[src/rtl/pcie_egress_sched.sv]
// pcie_egress_sched
//
// Purpose:
//   Egress scheduler that drains the two virtual-channel FIFOs (D0, D1)
//   onto one shared egress link. It uses burst-limited round-robin
//   arbitration and holds one registered output slot with valid/ready
//   backpressure.
//
// Optional feature macro: SCHED_STRICT_PRIO_EN
//   Defined   : D0 has strict priority. D1 is popped only when D0 is empty,
//               and the burst counter and last-served flag are not used.
//   Undefined : burst-limited round-robin, with at most BURST consecutive
//               grants to one channel while the other channel waits.
//
// Ports:
//   clk         in   rising-edge clock
//   reset       in   asynchronous active-low reset
//   D0_can_pop  in   D0 FIFO non-empty (data_out0 valid)
//   D1_can_pop  in   D1 FIFO non-empty (data_out1 valid)
//   data_out0   in   D0 FIFO head word (first-word-fall-through)
//   data_out1   in   D1 FIFO head word (first-word-fall-through)
//   link_ready  in   downstream accepts link_data this cycle
//   pop_D0      out  consume D0 head this cycle (combinational)
//   pop_D1      out  consume D1 head this cycle (combinational)
//   link_data   out  registered egress word
//   link_valid  out  link_data valid
//   link_src    out  source channel of link_data (0 = D0, 1 = D1)
//   busy        out  scheduler is not idle (registered)

module pcie_egress_sched #(
    parameter int BITNUMBER = 6,
    parameter int BURST     = 4
) (
    input  logic                 clk,
    input  logic                 reset,
    input  logic                 D0_can_pop,
    input  logic                 D1_can_pop,
    input  logic [BITNUMBER-1:0] data_out0,
    input  logic [BITNUMBER-1:0] data_out1,
    input  logic                 link_ready,
    output logic                 pop_D0,
    output logic                 pop_D1,
    output logic [BITNUMBER-1:0] link_data,
    output logic                 link_valid,
    output logic                 link_src,
    output logic                 busy
);

    typedef enum logic [1:0] {
        ST_IDLE   = 2'd0,
        ST_SERVE0 = 2'd1,
        ST_SERVE1 = 2'd2
    } state_t;

    localparam logic [3:0] BURST_L = 4'(BURST);

    state_t               r_state;
    state_t               w_state_nxt;
    logic [3:0]           r_cnt;
    logic [3:0]           w_cnt_nxt;
    logic                 r_last;
    logic                 w_last_nxt;
    logic [BITNUMBER-1:0] r_data;
    logic                 r_valid;
    logic                 r_src;
    logic                 r_busy;
    logic                 w_slot_free;
    logic                 w_pop0;
    logic                 w_pop1;

    // The slot can take a new word when it is empty or is being drained.
    assign w_slot_free = !r_valid || link_ready;

    // Gate the pops with reset so that no FIFO word is consumed while in reset.
    assign pop_D0 = w_pop0 && reset;
    assign pop_D1 = w_pop1 && reset;

    assign link_data  = r_data;
    assign link_valid = r_valid;
    assign link_src   = r_src;
    assign busy       = r_busy;

    // State register for the arbitration FSM, burst counter and last-served flag.
    always_ff @(posedge clk or negedge reset) begin
        if (!reset) begin
            r_state <= ST_IDLE;
            r_cnt   <= 4'd0;
            r_last  <= 1'b1;
            r_busy  <= 1'b0;
        end else begin
            r_state <= w_state_nxt;
            r_cnt   <= w_cnt_nxt;
            r_last  <= w_last_nxt;
            r_busy  <= (w_state_nxt != ST_IDLE);
        end
    end

`ifdef SCHED_STRICT_PRIO_EN
    // Strict priority: D0 always wins; the state only tracks which channel was granted.
    always_comb begin
        w_state_nxt = r_state;
        w_cnt_nxt   = r_cnt;
        w_last_nxt  = r_last;
        w_pop0      = 1'b0;
        w_pop1      = 1'b0;
        if (w_slot_free) begin
            if (D0_can_pop) begin
                w_pop0      = 1'b1;
                w_state_nxt = ST_SERVE0;
            end else if (D1_can_pop) begin
                w_pop1      = 1'b1;
                w_state_nxt = ST_SERVE1;
            end else begin
                w_state_nxt = ST_IDLE;
            end
        end else begin
            w_state_nxt = r_state;
        end
    end
`else
    // Burst-limited round-robin: next state, counter, last-served flag and pops.
    always_comb begin
        w_state_nxt = r_state;
        w_cnt_nxt   = r_cnt;
        w_last_nxt  = r_last;
        w_pop0      = 1'b0;
        w_pop1      = 1'b0;
        if (w_slot_free) begin
            case (r_state)
                ST_IDLE: begin
                    // On a tie, the channel that was not served last wins.
                    if (D0_can_pop && (!D1_can_pop || r_last)) begin
                        w_pop0      = 1'b1;
                        w_state_nxt = ST_SERVE0;
                        w_cnt_nxt   = 4'd1;
                    end else if (D1_can_pop) begin
                        w_pop1      = 1'b1;
                        w_state_nxt = ST_SERVE1;
                        w_cnt_nxt   = 4'd1;
                    end else begin
                        w_state_nxt = ST_IDLE;
                    end
                end
                ST_SERVE0: begin
                    if ((r_cnt < BURST_L) && D0_can_pop) begin
                        w_pop0    = 1'b1;
                        w_cnt_nxt = r_cnt + 4'd1;
                    end else if (D1_can_pop) begin
                        w_pop1      = 1'b1;
                        w_state_nxt = ST_SERVE1;
                        w_cnt_nxt   = 4'd1;
                    end else if (D0_can_pop) begin
                        // Burst exhausted but D1 is empty: restart the burst without a bubble.
                        w_pop0    = 1'b1;
                        w_cnt_nxt = 4'd1;
                    end else begin
                        w_state_nxt = ST_IDLE;
                        w_last_nxt  = 1'b0;
                    end
                end
                ST_SERVE1: begin
                    if ((r_cnt < BURST_L) && D1_can_pop) begin
                        w_pop1    = 1'b1;
                        w_cnt_nxt = r_cnt + 4'd1;
                    end else if (D0_can_pop) begin
                        w_pop0      = 1'b1;
                        w_state_nxt = ST_SERVE0;
                        w_cnt_nxt   = 4'd1;
                    end else if (D1_can_pop) begin
                        w_pop1    = 1'b1;
                        w_cnt_nxt = 4'd1;
                    end else begin
                        w_state_nxt = ST_IDLE;
                        w_last_nxt  = 1'b1;
                    end
                end
                default: begin
                    w_state_nxt = ST_IDLE;
                    w_cnt_nxt   = 4'd0;
                end
            endcase
        end else begin
            w_state_nxt = r_state;
        end
    end
`endif

    // Output slot: capture the popped word, or empty the slot once it has been drained.
    always_ff @(posedge clk or negedge reset) begin
        if (!reset) begin
            r_data  <= {BITNUMBER{1'b0}};
            r_valid <= 1'b0;
            r_src   <= 1'b0;
        end else if (w_slot_free) begin
            if (w_pop0 || w_pop1) begin
                r_data  <= w_pop1 ? data_out1 : data_out0;
                r_src   <= w_pop1;
                r_valid <= 1'b1;
            end else begin
                r_valid <= 1'b0;
            end
        end else begin
            r_valid <= r_valid;
        end
    end

endmodule

[config.mk]
export PLATFORM = sky130hd
export DESIGN_NAME = pcie_egress_sched
export DESIGN_NICKNAME = d
export VERILOG_FILES = /design/src/rtl/pcie_egress_sched.sv
export SDC_FILE = /design/constraint.sdc
export NUM_CORES = 1
export LEC_CHECK = 0
export ABC_CLOCK_PERIOD_IN_PS = 4200
export CAP_MARGIN = 0
export CORE_UTILIZATION = 48
export DETAILED_ROUTE_END_ITERATION = 8
export HOLD_SLACK_MARGIN = 0.05
export PLACE_DENSITY = 0.82
export SLEW_MARGIN = 15
export SYNTH_ARGS = -nofsm -noshare
export SYNTH_HDL_FRONTEND = slang
export SYNTH_SLANG_ARGS = --single-unit
export TNS_END_PERCENT = 20
[constraint.sdc]
create_clock -name clk -period 4.2 [get_ports clk]
set_input_delay 0.84 -clock clk [delete_from_list [all_inputs] [get_ports clk]]
set_output_delay 0.84 -clock clk [all_outputs]
set_load 0.05 [all_outputs]
==> results of run 1 <==
==> flip-flops by register name, summed over array words and instances, names as in the netlist <==
| name | flops |
|---|---|
| link_data | 6 |
| r_cnt | 4 |
| r_state | 2 |
| busy | 1 |
| link_src | 1 |
| link_valid | 1 |
| r_last | 1 |
==> metal layers <==
layer	GRT usage, %	wire length, um
met1	28.61	923
met2	35.43	965
met3	2.381	85
met4	10.91	38
met5	0	0
==> worst max-delay path, cell delays in order <==
cell             delay (ns)
clkdlybuf4s50_1        0.46
nand2b_1               0.29
nand3_1                0.37
or2_2                  0.43
nor2_1                 0.10
buf_4                  0.20
==> per-stage QoR <==
stage	std cells	worst slack [ns]
after CTS	147	0.6614
after floorplan	97	1.002
final	147	0.6616
after global routing	147	0.5191
after global placement	143	0.7359
after detailed placement	143	0.6631
==> final timing paths <==
path	startpoint	to	slack [ns]	cells past startpoint
max	link_ready	pop_D0	0.66	6
min	r_cnt[1]	r_cnt[1]	0.52	1
max reg2reg	r_state[1]	link_data[3]	2.31	4
min reg2reg	r_cnt[1]	r_cnt[1]	0.52	1
max in group asynchronous	reset	r_last	3.10	2
min in group asynchronous	reset	link_data[4]	0.84	2
==> synthesized netlist by cell type (all sizes together) <==
library cell / n
nor2b: 1
nor3b: 1
nor3: 2
dfstp: 1
o21a: 1
and2: 1
nand3b: 1
o211ai: 1
o41ai: 1
a22o: 3
nand2b: 1
a21oi: 2
nand3: 4
clkbuf: 1
a21o: 1
or2: 1
dfrtp: 15
ha: 1
o21ai: 9
or3b: 6
a31oi: 8
a211oi: 6
inv: 2
buf: 6
o22ai: 1
o31a: 1
nand2: 8
o21bai: 1
and3: 1
nor2: 8
or3: 1
==> power breakdown <==
part	switching [W]	internal [W]
Clock	0.0000529	0.0000370
Combinational	0.000317	0.000180
Sequential	0.0000531	0.000220
==> cell families after synthesis <==
family          Yosys count  synth area share, %
buf+inv                   9                6.925
simple gates             36                21.61
flops                    16                44.46
fa+ha+maj                 1                1.385
compound gates           35                25.63
==> layout by cell type, fill, tap and decap left out, types with 2 or more instances in the layout <==
master | Yosys | final
or3b_1 | 3 | 3
buf_4 | 1 | 3
a211oi_1 | 6 | 6
nand2_1 | 8 | 8
inv_1 | 2 | 2
nand3_1 | 4 | 4
a31oi_1 | 8 | 8
dfrtp_1 | 15 | 15
clkbuf_4 | 0 | 3
nor3_1 | 2 | 2
clkdlybuf4s50_1 | 0 | 25
nor2_1 | 8 | 8
a21oi_1 | 2 | 2
or3b_2 | 3 | 3
a22o_1 | 2 | 2
o21ai_0 | 9 | 9
==> cell type report <==
| class | count | area (um2) |
|---|---|---|
| Clock buffer | 4 | 26.28 |
| Fill cell | 146 | 566.8 |
| Inverter | 2 | 7.507 |
| Multi-Input combinational cell | 72 | 439.2 |
| Sequential cell | 16 | 401.6 |
| Tap cell | 25 | 31.28 |
| Timing Repair Buffer | 28 | 272.8 |
==> reports/results.ini, run 1 <==
[status]
outcome = completed

[clocking]
htreeDepth = 1
post_cts_buffers = 0
clkTransAtPathRegs_ns = 0.09
cts_hold_buf = 0
cts.sinks = 16
cts-root-buf = clkbuf_4
cts_tree = done
cts_max_path_buffers = 2
cts_resized = 0
clk_latency_ns = 0.30
cts_made_buffers = 3

[floorplan]
ios = 28
die_width_um = 45.38
initial_core_util_pct = 51.76
dieHeight_um = 45.38
core_region_area_um2 = 1745
dieArea_um2 = 2059
std_cell_rows = 15

[sta]
hold_ws_ns = 0.5182
fin_crit_ns = 3.538
tightest_slew_ns = 0.5143
relSlewSlack_pct = 65.61
fmax_mhz = 282.6
rsz0062_at_grt = false
finalSetupTns_ns = 0
hold_violations = 0
slew_viol_final = 0
finClkSkew_ns = 0.008955
setup_viol = 0
period_share_pct = 84.25

[detailed_routing]
drt_first_pass_iters = 4
wl_per_cell_um = 13.69
drc = 0
drtAntennaViolNets = 0
postRouteWirelength_um = 2013
drt_iter0_drc = 16
vias_per_cell = 5.639
vias = 829

[placed_design]
gp_congestion = 0.7761
place_area_um2 = 1152
port_buffers = 27
hpwl_um = 1516

[critical_path]
crit_required_ns = 3.36
crit_arrival_ns = 2.70
crit_type = input port to output pin
crit_fanout = 14
cp-start-kind = input port
critPathCaptureType = output pin

[global_route]
grt-ovfl-total = 0
antenna_found_initial = 0
first_global_vias = 695
grt_start_max_net_pins = 18
grt_usage_pct = 21.80
grt_pass1_wl_um = 3132

[layout]
diodes = 0
finish.utilization_pct = 67.53
drive_gt1_share_pct = 9.836
nets = 141
syn2layout_area_growth_pct = 30.47
design_area_um2 = 1179

[power_and_ir_drop]
p_total_w = 0.0008599
power_per_cell_area_nw_per_um2 = 729.6
ir_drop_mv = 0.4871
p_leak_nw = 0.4813

[job]
max-cap-violations = 0

[yosys]
synth_fp_nets = 115
yosys_warnings = 0
syn_inst = 97
synth.distinct_cells = 35
synth_area_leaders = dfrtp_1, a31oi_1, o21ai_0
yosysTopAreaCell = dfrtp_1
syn_area_per_cell_um2 = 9.313
ys_seq_area_share_pct = 44.46
synthesis.area_um2 = 903.4
netlist.area_leader.share_pct = 41.55
ys_seq_elements = 16

[min_path]
hp-class = register to register

Note: power is estimated with default switching activity, not from simulation.
==> inputs of run 2 (changes only) <==
--- a/config.mk
+++ b/config.mk
@@ -5,12 +5,12 @@
 export SDC_FILE = /design/constraint.sdc
 export NUM_CORES = 1
 export LEC_CHECK = 0
-export ABC_CLOCK_PERIOD_IN_PS = 4200
+export ABC_CLOCK_PERIOD_IN_PS = 2940
 export CAP_MARGIN = 0
-export CORE_UTILIZATION = 48
+export CORE_UTILIZATION = 41
 export DETAILED_ROUTE_END_ITERATION = 8
 export HOLD_SLACK_MARGIN = 0.05
-export PLACE_DENSITY = 0.82
+export PLACE_DENSITY = 0.74
 export SLEW_MARGIN = 15
 export SYNTH_ARGS = -nofsm -noshare
 export SYNTH_HDL_FRONTEND = slang
==> constraint.sdc (replaced) <==
create_clock -name clk -period 2.94 [get_ports clk]
set_input_delay 0.588 -clock clk [delete_from_list [all_inputs] [get_ports clk]]
set_output_delay 0.588 -clock clk [all_outputs]
set_load 0.05 [all_outputs]
==> run 2 against run 1 <==
  * Register-to-register slack got worse by 1.3 ns
  * Sequential cell count stayed put
  * Global-route usage fell by 1.3 points
  * Critical endpoint is now pop_D1
  * Worst setup slack worse by 0.49 ns
  * Critical path depth down 1
  * Largest cell class unchanged
  * Clock skew decreased by 0.0037 ns
==> reports/results.ini, run 2 (synthesis gave the netlist of run 1 again) <==
[status]
outcome = completed

[layout]
multiInputGateArea_um2 = 439.2  ; unchanged
largest_reg_flops = 6  ; unchanged
final_cell_mix = clkdlybuf4s50_1, dfrtp_1, o21ai_0
nets = 145  ; +2.8%
diodes = 0  ; unchanged
fillers = 175  ; +20%
seq_area_um2 = 401.6  ; unchanged
drive_gt1_share_pct = 13.49  ; +3.7 points
layout.cells.most_common = clkdlybuf4s50_1
syn2layout_area_growth_pct = 37.95

[detailed_routing]
top_layer_used = met4
drtAntennaViolNets = 0  ; unchanged
wl_met2_um = 1008  ; +4.5%
drt_iter0_drc = 32  ; +16
wl_met3_um = 117  ; +38%
wl_per_cell_um = 13.73  ; +0.28%
drc = 0  ; unchanged
met1Wirelength_um = 943  ; +2.2%
drt_first_pass_iters = 5  ; +1
vias = 868  ; +4.7%
postRouteWirelength_um = 2101  ; +4.4%
vias_per_cell = 5.673  ; +0.60%

[power_and_ir_drop]
ir_drop_mv = 0.4768  ; -2.1%
power_per_cell_area_nw_per_um2 = 1027  ; +41%
p_leak_nw = 0.5121  ; +6.4%

[clocking]
cts_resized = 0  ; unchanged
cts_max_path_buffers = 2  ; unchanged
clk_latency_ns = 0.29  ; about the same
htreeDepth = 1  ; unchanged
cts.sinks = 16  ; unchanged
cts-root-buf = clkbuf_4
cts_hold_buf = 0  ; unchanged
post_cts_buffers = 0  ; unchanged
cts_tree = done
clkTransAtPathRegs_ns = 0.09  ; about the same
cts_made_buffers = 3  ; unchanged

[floorplan]
core_region_area_um2 = 2022  ; +16%
ios = 28  ; unchanged
dieArea_um2 = 2395  ; +16%
std_cell_rows = 16  ; +1
die_width_um = 48.94  ; +7.8%
dieHeight_um = 48.94  ; +7.8%
initial_core_util_pct = 44.68  ; -7.1 points

[sta]
fmax_mhz = 360.7
hold_ws_ns = 0.5393  ; +0.02113 ns
rsz0062_at_grt = false
finClkSkew_ns = 0.005208  ; -0.003747 ns
tightest_slew_ns = 0.5020  ; -0.01232 ns
relSlewSlack_pct = 66.43  ; +0.82 points
slew_viol_final = 0  ; unchanged
fin_crit_ns = 2.772
setup_viol = 0  ; unchanged
finalSetupTns_ns = 0  ; unchanged
hold_violations = 0  ; unchanged
period_share_pct = 94.30

[placed_design]
gp_congestion = 0.8202  ; +5.7%
hpwl_um = 1552  ; +2.4%
port_buffers = 27  ; unchanged

[critical_path]
crit_fanout = 11  ; -3
crit_required_ns = 2.35  ; -1.01 ns
critPathCaptureType = output pin
crit_arrival_ns = 2.18  ; -0.52 ns
crit_type = register to output pin
cp-start-kind = register

[global_route]
grt_usage_pct = 20.49  ; -1.3 points
first_global_vias = 862  ; +24%
grt-ovfl-total = 0  ; unchanged
antenna_found_initial = 0  ; unchanged
grt_pass1_wl_um = 3781  ; +21%
grt_start_max_net_pins = 17  ; -1

[min_path]
hp-class = register to register

[job]
max-cap-violations = 0  ; unchanged

## run 2: report_power, final
| part | total, W | switching (W) | internal, W |
|---|---|---|---|
| registers | 0.000394 | 0.0000797 | 0.000314 |
| logic | 0.000742 | 0.000460 | 0.000282 |
| clock network | 0.000144 | 0.0000689 | 0.0000754 |
| total | 0.00128 | 0.000609 | 0.000671 |
## run 2: critical path, stage by stage (launching register included)
cell and delay, ns:
dfrtp_1 0.50, or3_1 0.41, a22o_2 0.27, a21o_1 0.32, nor2_1 0.22, buf_12 0.17
## run 2: final timing paths
| check | from | to | slack (ns) | cells after the start |
|---|---|---|---|---|
| max reg2reg | r_state[1] | link_data[3] | 1.06 | 4 |
| max | r_state[0] | pop_D1 | 0.17 | 5 |
| max in group asynchronous | reset | r_last | 2.05 | 2 |
| min | r_cnt[1] | r_cnt[1] | 0.54 | 1 |
| min in group asynchronous | reset | link_data[5] | 0.64 | 2 |
| min reg2reg | r_cnt[1] | r_cnt[1] | 0.54 | 1 |
## run 2: routing by layer
metal | up-vias | global-route usage (%)
met4 | 0 | 7.353
met3 | 4 | 6.231
met2 | 34 | 32.64
li1 | 420 | -
met1 | 410 | 26.19
met5 | - | 0
## run 2: final cells by class
cell class,count,area share [%]
Clock buffer,4,2.912
Inverter,2,0.6024
Multi-Input combinational cell,72,35.24
Sequential cell,16,32.23
Tap cell,27,2.711
Timing Repair Buffer,32,26.31
## run 2: per-stage QoR
stage                      power, W  cells  util (%)  setup WS (ns)  instance area [um2]
after detailed placement   0.001137    149     59.84         0.2778                 1210
after CTS                  0.001283    153     61.63         0.1769                 1246
after global routing       0.001367    153     61.63        0.05929                 1246
final                      0.001280    153     61.63         0.1675                 1246
after global placement     0.001121    149     59.84         0.3018                 1210
after floorplan           0.0009143     97         -         0.2277                903.4
==> inputs of run 3 (changes only) <==
--- a/config.mk
+++ b/config.mk
@@ -5,7 +5,7 @@
 export SDC_FILE = /design/constraint.sdc
 export NUM_CORES = 1
 export LEC_CHECK = 0
-export ABC_CLOCK_PERIOD_IN_PS = 2940
+export ABC_CLOCK_PERIOD_IN_PS = 2540
 export CAP_MARGIN = 0
 export CORE_UTILIZATION = 41
 export DETAILED_ROUTE_END_ITERATION = 8
==> constraint.sdc (replaced) <==
create_clock -name clk -period 2.54 [get_ports clk]
set_input_delay 0.508 -clock clk [delete_from_list [all_inputs] [get_ports clk]]
set_output_delay 0.508 -clock clk [all_outputs]
set_load 0.05 [all_outputs]
==> run 3 against run 2 <==
  * Worst setup slack got worse by 0.062 ns
  * Count of clock-buffer cells in the layout is the same
  * Clock power shrank 3%
  * Register-to-register slack worse by 0.44 ns
  * Sequential share of layout area is 0.19 points lower
  * Hold slack worse by 0.029 ns
  * Combinational power is 20% higher
  * First-iteration DRC count shrank 50%
  * Final cell count rose by 1.3%
  * Sequential power is 14% higher
  * Cell area rose by 0.90%
  * Global-route usage increased by 1.3 points
  * Critical path type unchanged
  * Largest cell class unchanged
==> reports/results.ini, run 3 (synthesis gave the netlist of run 1 again) <==
[detailed_routing]
drc = 0  ; unchanged
vias_per_cell = 5.587  ; -1.5%
drt_first_pass_iters = 4  ; -1
postRouteWirelength_um = 2251  ; +7.1%
drtAntennaViolNets = 0  ; unchanged
drt_iter0_drc = 16  ; -50%
wl_per_cell_um = 14.52  ; +5.8%
vias = 866  ; -0.23%

[sta]
hold_violations = 0  ; unchanged
setup_viol = 0  ; unchanged
finClkSkew_ns = 0.0006503  ; -0.004558 ns
rsz0062_at_grt = false
fin_crit_ns = 2.435
fmax_mhz = 410.7
finalSetupTns_ns = 0  ; unchanged
relSlewSlack_pct = 66.30  ; -0.13 points
slew_viol_final = 0  ; unchanged
tightest_slew_ns = 0.5040  ; +0.002000 ns
period_share_pct = 95.86

[min_path]
hp-class = register to register

[clocking]
clk_latency_ns = 0.28  ; about the same
clkTransAtPathRegs_ns = 0.09  ; about the same
post_cts_buffers = 0  ; unchanged
cts.sinks = 16  ; unchanged
cts_tree = done
cts_max_path_buffers = 2  ; unchanged
cts_made_buffers = 3  ; unchanged
cts-root-buf = clkbuf_4
htreeDepth = 1  ; unchanged

[layout]
nets = 147  ; +1.4%
design_area_um2 = 1257  ; +0.90%
final_cell_mix = clkdlybuf4s50_1, dfrtp_1, o21ai_0
syn2layout_area_growth_pct = 39.20
drive_gt1_share_pct = 16.41  ; +2.9 points
fillers = 165  ; -5.7%
finish.utilization_pct = 62.19  ; +0.56 points
layout.cells.most_common = clkdlybuf4s50_1
largest_reg_flops = 6  ; unchanged
diodes = 0  ; unchanged

[critical_path]
critPathCapture = pop_D1
worst_path_largest_cell_delay_ns = 0.48  ; -0.02 ns
cp-startpoint = r_state[0]
crit_required_ns = 2.03  ; -0.32 ns
r2r_slack_ns = 0.62  ; -0.44 ns
rr_worst_depth = 5  ; +1
cp-start-kind = register
crit_fanout = 11  ; unchanged
r2r-start = r_state[1]
cp_slowest_cell = dfrtp_2
crit_arrival_ns = 1.93  ; -0.25 ns
path_cells = or3_1, a22o_2, a21o_1, nor2_2, buf_12
rr_endpoint = link_data[3]
crit_type = register to output pin
critPathCaptureType = output pin

[placed_design]
hpwl_um = 1678  ; +8.1%
gp_congestion = 0.7960  ; -3.0%
place_area_um2 = 1227  ; +1.4%
port_buffers = 27  ; unchanged

[global_route]
grt_use_met3_pct = 4.050  ; -2.2 points
grt_pass1_wl_um = 3953  ; +4.5%
grt-ovfl-total = 0  ; unchanged
first_global_vias = 894  ; +3.7%
grtUsageMet1_pct = 27.18  ; +0.99 points
grt_use_met2_pct = 36.57  ; +3.9 points
busiest_layer = met2
antenna_found_initial = 0  ; unchanged
grt_usage_pct = 21.76  ; +1.3 points
grt_start_max_net_pins = 17  ; unchanged

[job]
max-cap-violations = 0  ; unchanged

[floorplan]
dieArea_um2 = 2395  ; unchanged
std_cell_rows = 16  ; unchanged
dieHeight_um = 48.94  ; unchanged
initial_core_util_pct = 44.68  ; unchanged
die_width_um = 48.94  ; unchanged
core_region_area_um2 = 2022  ; unchanged
ios = 28  ; unchanged

[power_and_ir_drop]
ir_drop_mv = 0.5775  ; +21%
p_leak_nw = 0.5139  ; +0.37%
p_total_w = 0.001479  ; +16%
power_per_cell_area_nw_per_um2 = 1176  ; +14%

[status]
outcome = completed

run 3: critical path: cells and delay by family (launching register included):
| family | cells | cell delay [ns] |
|---|---|---|
| simple gates | 2 | 0.51 |
| compound gates | 2 | 0.50 |
| flops | 1 | 0.48 |
| buf+inv | 1 | 0.15 |
run 3: report_power, final:
part	internal [W]	switching, W	leakage [nW]
combinational	0.000341	0.000546	0.311
sequential	0.000365	0.0000865	0.188
clock	0.0000609	0.0000793	0.0150
run 3: metrics by stage:
step / hold WS, ns / std cells / setup WS [ns]
floorplan: 0.2124 / 97 / -0.08562
global placement: 0.4910 / 151 / 0.2072
detailed placement: 0.4909 / 151 / 0.1709
CTS: 0.5155 / 155 / 0.01086
global route: 0.5448 / 155 / 0.03703
finish: 0.5104 / 155 / 0.1051
run 3: final cells by class:
cell class              instances  area, um2  share of cell area, %
well taps                      27      33.78                  2.687
inverters                       2      7.507                 0.5970
flip-flops and latches         16      402.9                  32.04
repair buffers                 34      342.8                  27.26
multi-input cells              72      444.2                  35.32
clock buffers                   4      26.28                  2.090
run 3: per-layer routing:
| layer | vias to the layer above | part of all wire [%] |
|---|---|---|
| li1 | 420 | - |
| met1 | 418 | 42 |
| met2 | 28 | 53 |
| met3 | 0 | 4.6 |
| met4 | 0 | 0 |
| met5 | - | 0 |
run 3: worst min path at each step:
stage                   from  endpoint  slack [ns]  cells after the start
floorplan              reset      busy        0.21                      0
global placement    link_src  link_src        0.49                      2
detailed placement  link_src  link_src        0.49                      2
CTS                 link_src  link_src        0.52                      2
global route        r_cnt[1]  r_cnt[1]        0.54                      1
finish              link_src  link_src        0.51                      2
run 3: what timing repair did:
action | in CTS | in global routing
resized for setup | 0 | 2
hold buffers | 0 | 0
setup endpoints to repair | 0 | 1
